### config.mk
export PLATFORM = sky130hd
export DESIGN_NAME = anim_seq
export DESIGN_NICKNAME = d
export VERILOG_FILES = /design/src/rtl/anim_pkg.sv /design/src/rtl/anim_tick.sv /design/src/rtl/anim_seq.sv
export SDC_FILE = /design/constraint.sdc
export NUM_CORES = 1
export LEC_CHECK = 0
export ABC_AREA = 1
export CAP_MARGIN = 10
export CORE_MARGIN = 2
export CORE_UTILIZATION = 45
export CTS_CLUSTER_DIAMETER = 30
export DETAILED_ROUTE_END_ITERATION = 7
export SLEW_MARGIN = 0
export SYNTH_ARGS = -nofsm -noshare
export SYNTH_HDL_FRONTEND = slang
export SYNTH_SLANG_ARGS = --single-unit
export TNS_END_PERCENT = 20
### constraint.sdc
create_clock -name clk -period 2.37 [get_ports clk]
set_input_delay 0.474 -clock clk [delete_from_list [all_inputs] [get_ports clk]]
set_output_delay 0.474 -clock clk [all_outputs]
set_load 0.03 [all_outputs]
### src/rtl/anim_pkg.sv
// Shared types and helpers for the animation playlist sequencer (anim_seq).
package anim_pkg;

  typedef enum logic [1:0] {IDLE, RUN, BLANK} state_t;

  localparam int unsigned MODE_W  = 2;
  localparam int unsigned N_MODES = 4;

  // First enabled mode strictly after cur, cyclic; returns cur if it is the only one enabled.
  function automatic logic [MODE_W-1:0] next_mode(input logic [N_MODES-1:0] mask,
                                                  input logic [MODE_W-1:0]  cur);
    logic [MODE_W-1:0] res;
    logic [MODE_W-1:0] idx;
    logic              found;
    res   = cur;
    found = 1'b0;
    for (int unsigned i = 1; i <= N_MODES; i++) begin
      idx = cur + MODE_W'(i);
      if (!found && mask[idx]) begin
        res   = idx;
        found = 1'b1;
      end
    end
    return res;
  endfunction

endpackage

### src/rtl/anim_tick.sv
// Dwell-tick prescaler: counts 0..TICK_DIV-1, tick on terminal count; clr wins over freeze.
module anim_tick #(
  parameter int unsigned TICK_DIV = 50000
) (
  input  logic clk,
  input  logic rst,
  input  logic clr,
  input  logic freeze,
  output logic tick
);

  localparam int unsigned CW = (TICK_DIV > 1) ? $clog2(TICK_DIV) : 1;

  logic [CW-1:0] r_cnt;
  logic          w_tc;

  assign w_tc = (r_cnt == CW'(TICK_DIV - 1));
  assign tick = w_tc && !freeze;

  always_ff @(posedge clk) begin
    if (!rst) begin
      r_cnt <= '0;
    end else if (clr) begin
      r_cnt <= '0;
    end else if (!freeze) begin
      r_cnt <= w_tc ? '0 : r_cnt + CW'(1);
    end
  end

endmodule

### src/rtl/anim_seq.sv
// Autonomous playlist controller driving mode/en of the LED animation top.
// Optional blank gap between patterns: define ANIM_SEQ_BLANK_EN.
module anim_seq
  import anim_pkg::*;
#(
  parameter int unsigned TICK_DIV    = 50000,
  parameter int unsigned DWELL_DEF   = 2000,
  parameter int unsigned BLANK_TICKS = 100
) (
  input  logic        clk,
  input  logic        rst,
  input  logic        start,
  input  logic        stop,
  input  logic        next,
  input  logic        hold,
  input  logic [3:0]  seq_mask,
  input  logic [15:0] dwell,
  output logic [1:0]  mode,
  output logic        en,
  output logic        busy,
  output logic        wrap
);

`ifdef ANIM_SEQ_BLANK_EN
  localparam bit BLANK_EN = 1'b1;
`else
  localparam bit BLANK_EN = 1'b0;
`endif

  state_t            r_state;
  logic [MODE_W-1:0] r_mode;
  logic              r_en;
  logic              r_busy;
  logic              r_wrap;
  logic [15:0]       r_dwell_cnt;
  logic [15:0]       r_dwell_eff;

  logic              w_tick;
  logic              w_clr;
  logic              w_start_ok;
  logic              w_to_idle;
  logic              w_expire;
  logic              w_adv;
  logic              w_blank_done;
  logic [15:0]       w_dwell_new;
  logic [MODE_W-1:0] w_next_mode;
  logic [MODE_W-1:0] w_first_mode;

  always_comb begin
    w_dwell_new  = (dwell == '0) ? 16'(DWELL_DEF) : dwell;
    w_next_mode  = next_mode(seq_mask, r_mode);
    // Searching after the top index yields the lowest enabled mode.
    w_first_mode = next_mode(seq_mask, MODE_W'(N_MODES - 1));
    w_start_ok   = start && !stop && (seq_mask != '0);
    w_to_idle    = stop || (seq_mask == '0);
    w_expire     = w_tick && (r_dwell_cnt == r_dwell_eff - 16'd1);
    w_adv        = (r_state == RUN) && !w_to_idle && (next || w_expire || !seq_mask[r_mode]);
    w_blank_done = (r_state == BLANK) && !w_to_idle &&
                   (next || (w_tick && (r_dwell_cnt == 16'(BLANK_TICKS - 1))));
    w_clr        = (r_state == IDLE) || w_adv || w_blank_done;
  end

  anim_tick #(.TICK_DIV(TICK_DIV)) u_tick (
    .clk    (clk),
    .rst    (rst),
    .clr    (w_clr),
    .freeze (hold),
    .tick   (w_tick)
  );

  always_ff @(posedge clk) begin
    if (!rst) begin
      r_state     <= IDLE;
      r_mode      <= '0;
      r_en        <= 1'b0;
      r_busy      <= 1'b0;
      r_wrap      <= 1'b0;
      r_dwell_cnt <= '0;
      r_dwell_eff <= '0;
    end else begin
      r_wrap <= 1'b0;
      case (r_state)
        IDLE: begin
          if (w_start_ok) begin
            r_state     <= RUN;
            r_mode      <= w_first_mode;
            r_en        <= 1'b1;
            r_busy      <= 1'b1;
            r_dwell_cnt <= '0;
            r_dwell_eff <= w_dwell_new;
          end
        end
        RUN: begin
          if (w_to_idle) begin
            r_state     <= IDLE;
            r_en        <= 1'b0;
            r_busy      <= 1'b0;
            r_dwell_cnt <= '0;
          end else if (w_adv) begin
            r_mode      <= w_next_mode;
            r_wrap      <= (w_next_mode <= r_mode);
            r_dwell_cnt <= '0;
            if (BLANK_EN) begin
              r_state <= BLANK;
              r_en    <= 1'b0;
            end else begin
              r_dwell_eff <= w_dwell_new;
            end
          end else if (w_tick) begin
            r_dwell_cnt <= r_dwell_cnt + 16'd1;
          end
        end
        BLANK: begin
          // dwell counter doubles as the blank tick counter here
          if (w_to_idle) begin
            r_state     <= IDLE;
            r_en        <= 1'b0;
            r_busy      <= 1'b0;
            r_dwell_cnt <= '0;
          end else if (w_blank_done) begin
            r_state     <= RUN;
            r_en        <= 1'b1;
            r_dwell_cnt <= '0;
            r_dwell_eff <= w_dwell_new;
          end else if (w_tick) begin
            r_dwell_cnt <= r_dwell_cnt + 16'd1;
          end
        end
        default: r_state <= IDLE;
      endcase
    end
  end

  assign mode = r_mode;
  assign en   = r_en;
  assign busy = r_busy;
  assign wrap = r_wrap;

endmodule

==> parameters.txt <==
Parameter                              Value

Status
  Outcome    finished, final reports clean

Setup path
  Critical path launch point type    primary input
  Start-to-end type of the worst setup path    in2reg
  Cell with the largest stage delay on the worst path    sky130_fd_sc_hd__clkdlybuf4s50_1
  Reg-to-reg slack, setup    240 ps
  Arr. time, crit path    2450 ps
  Critical path fanouts, max    3
  Delay of the slowest cell on the worst path    490 ps
  Cell breakdown of the critical path    clkdlybuf4s50_1 > inv_1 > o21ai_0 > nand2_1 > nand2_1 > nor2_1 > a21oi_1 > nand2_1 > nand3_1 > inv_1 > ha_1 > a21oi_1 > a21oi_1 > nor3_2
  Kind of end point of the critical path    register
  Required time of the critical path    2620 ps

Clock network
  Clock buffer depth    2
  Clk slew on worst S/H paths    100 ps
  Total number of H-tree levels    2
  Number of instances resized during post-cts repair    0
  Clock Latency Late Sink    310 ps
  Number of sinks driven by the clock tree    52
  CTS tree    built
  Number of buffers inserted by post-CTS setup repair    0
  Hold-fix buffers at CTS    0
  Buffer cell driving the clock tree root    sky130_fd_sc_hd__clkbuf_8
  Number of CTS-inserted buffers    5

Power
  PwrDens    511 nW/um^2
  Leakage dissipation    1.99 nW
  Max rail drop VDD    324 uV
  Final Power    2.24 mW

Route
  DR vias    3653
  Vias per std cell    4.90
  Number of routed nets with antenna violations    0
  DRC violation total after the first TritonRoute iteration    126
  Iteration count of the initial detailed-routing pass    5
  Sum of routed wire length over all layers    8.76 mm
  Routed wire per std cell    11.8 um
  Residual DRC count    0

Timing
  Setup repair after global routing missed its margin    no
  Worst slew margin    0.746
  Transition time at the pin with the least slew margin    377 ps
  Final Worst Setup Slack    166 ps
  Max Freq    454 MHz
  Final clock period utilization by the worst path    0.930
  Final Hold Viols    0
  Final setup skew    7.54 ps
  Final max-slew violation count    0
  Final count of negative-setup-slack endpoints    0
  Fin crit period    2200 ps

GRT
  Aggregate global routing overflow    0
  Largest net degree at the start of global routing    32
  Total track usage    0.201
  Initial antenna violation count    0
  Via count of the first global-routing pass    3095
  First-pass GRT wire length    14.3 mm

Cells and area
  Final instance count without filler cells    745
  Synth-to-Final Area Change    18.5%
  Layout cells sized above 1    0.103
  Non-Filler Cell Area, Final    4380 um^2
  Ant diodes    0
  Total number of nets in the final design    670

Logic synthesis
  Number of enable-type register cells in the synthesized netlist    0
  Proportion of synthesized chip area in sequential cells    0.282
  Most used DFF post-synth    sky130_fd_sc_hd__dfxtp_1
  Flip-flop and latch count after synthesis    52
  Mean instance size in the synthesized netlist    6.21 um^2
  Biggest area contributors in the synthesized netlist    sky130_fd_sc_hd__dfxtp_1 (28%), sky130_fd_sc_hd__nand2_1 (16%), sky130_fd_sc_hd__nor2_1 (9.7%), sky130_fd_sc_hd__inv_1 (7.1%), sky130_fd_sc_hd__xor2_1 (4.7%)
  Area fraction of the dominant cell type after synthesis    0.282
  Cell taking the most area after synthesis    sky130_fd_sc_hd__dfxtp_1
  FFs w/ async S/R, synth    0
  Yosys warnings    0
  Post-synthesis cell count    595
  Post-synthesis instance area    3690 um^2
  Number of nets produced by synthesis    626
  Distinct cells, synth    39

Die
  Floorplan row count    33
  Die width    94.6 um
  Ports placed on the boundary    31
  CORE AREA    8090 um^2
  Initial standard-cell utilization of the core    0.456
  Die Area    8950 um^2
  Die outline height    94.6 um

Place
  Hpwl dp    6.75 mm
  Standard cell area after detailed placement    4270 um^2
  Number of buffers inserted by port buffering    30
  Final estimated routing congestion in global placement    0.884
  Placed Instances    737
  Worst setup slack after placement    -143 ps

Run
  Count of maximum capacitance violations    0

Hold path
  Class of the tightest hold or removal check    reg2reg
per-stage QoR:
stage          setup TNS [ps]  utilization  hold WS [ps]
4_1_cts                     0        0.539           527
2_1_floorplan               0            -           491
3_5_place_dp            -1640        0.527           513
3_3_place_gp            -1760        0.527           506
6_report                    0        0.541           526
5_1_grt                     0        0.541           560
placed cells by master (no fill, tap or decap), drive strengths merged:
| cell | count |
|---|---|
| clkbuf | 7 |
| nor2 | 105 |
| nor3 | 12 |
| or4 | 1 |
| mux2i | 1 |
| a21oi | 32 |
| o21ai | 23 |
| a31oi | 2 |
| clkdlybuf4s50 | 30 |
| nand4 | 15 |
| clkinv | 2 |
| nand3b | 10 |
| inv | 74 |
| nor3b | 1 |
| or2 | 7 |
| nand3 | 34 |
| nor4 | 5 |
| dfxtp | 52 |
| xnor2 | 9 |
| clkinvlp | 1 |
| and3 | 1 |
| a211oi | 1 |
| xor2 | 20 |
| nand2 | 164 |
| buf | 24 |
| and2 | 1 |
| o31ai | 1 |
| ha | 5 |
report_power, final:
| part | total [mW] | internal, mW | switching (mW) |
|---|---|---|---|
| logic | 0.697 | 0.306 | 0.391 |
| clock network | 0.544 | 0.238 | 0.305 |
| registers | 0.995 | 0.922 | 0.0728 |
| total | 2.24 | 1.47 | 0.769 |
flip-flops by register name, summed over array words and instances, names as in the netlist:
signal,flops
wrap,1
r_dwell_eff,16
r_dwell_cnt,16
mode,2
u_tick.r_cnt,16
en,1
kinds of logic (layout without fill, tap and decap cells):
group | count (synthesis) | in the layout | synth area share
simple gates | 356 | 356 | 0.443
buf+inv | 93 | 138 | 0.104
compound gates | 59 | 59 | 0.0820
flops | 52 | 52 | 0.282
xor+xnor | 29 | 29 | 0.0688
fa+ha+maj | 5 | 5 | 0.0169
mux | 1 | 1 | 0.00271
worst max-delay path, delay by kind of cell:
family / cells / cell delay [ps]
simple gates: 6 / 550
fa+ha+maj: 1 / 280
buf+inv: 3 / 600
compound gates: 4 / 550
Yosys cell counts, types with 2 or more instances:
library cell / n
sky130_fd_sc_hd__nor3_1: 11
sky130_fd_sc_hd__nor2_4: 3
sky130_fd_sc_hd__nand2_1: 160
sky130_fd_sc_hd__nand3_4: 2
sky130_fd_sc_hd__nand3b_1: 10
sky130_fd_sc_hd__buf_6: 3
sky130_fd_sc_hd__a21oi_1: 32
sky130_fd_sc_hd__clkbuf_1: 5
sky130_fd_sc_hd__nor4_1: 5
sky130_fd_sc_hd__dfxtp_1: 52
sky130_fd_sc_hd__nor2_1: 95
sky130_fd_sc_hd__buf_2: 7
sky130_fd_sc_hd__nand3_2: 6
sky130_fd_sc_hd__nor2_2: 7
sky130_fd_sc_hd__or2_2: 6
sky130_fd_sc_hd__xnor2_1: 9
sky130_fd_sc_hd__nand4_1: 15
sky130_fd_sc_hd__ha_1: 5
sky130_fd_sc_hd__o21ai_0: 22
sky130_fd_sc_hd__nand2_4: 3
sky130_fd_sc_hd__nand3_1: 26
sky130_fd_sc_hd__clkinv_1: 2
sky130_fd_sc_hd__a31oi_1: 2
sky130_fd_sc_hd__inv_2: 4
sky130_fd_sc_hd__xor2_1: 20
sky130_fd_sc_hd__inv_1: 70
worst paths after layout:
| kind | from | endpoint | cells past startpoint |
|---|---|---|---|
| setup / recovery | seq_mask[1] | wrap$_SDFF_PP0_ | 14 |
| hold / removal | u_tick.r_cnt[1]$_SDFFE_PP0N_ | u_tick.r_cnt[1]$_SDFFE_PP0N_ | 2 |
| setup reg to reg | mode[0]$_SDFFE_PN0P_ | wrap$_SDFF_PP0_ | 12 |
| hold reg to reg | u_tick.r_cnt[1]$_SDFFE_PP0N_ | u_tick.r_cnt[1]$_SDFFE_PP0N_ | 2 |
routing by layer:
layer  global-route usage  vias to the layer above  wire, um  share of wire
met1                0.288                     1620      4510           0.52
met4               0.0507                        0        91          0.010
met3               0.0271                        7       304          0.035
met2                0.320                       60      3850           0.44
met5                    0                        -         0              0
li1                     -                     1966         -              -
final cells by class:
class / instances / area, um^2
clock buffers: 7 / 86.3
clock inverters: 1 / 7.51
fillers: 843 / 3720
inverters: 76 / 285
multi-input cells: 450 / 2280
flip-flops and latches: 52 / 1040
well taps: 105 / 131
repair buffers: 54 / 543
Note: power is estimated with default switching activity, not from simulation.
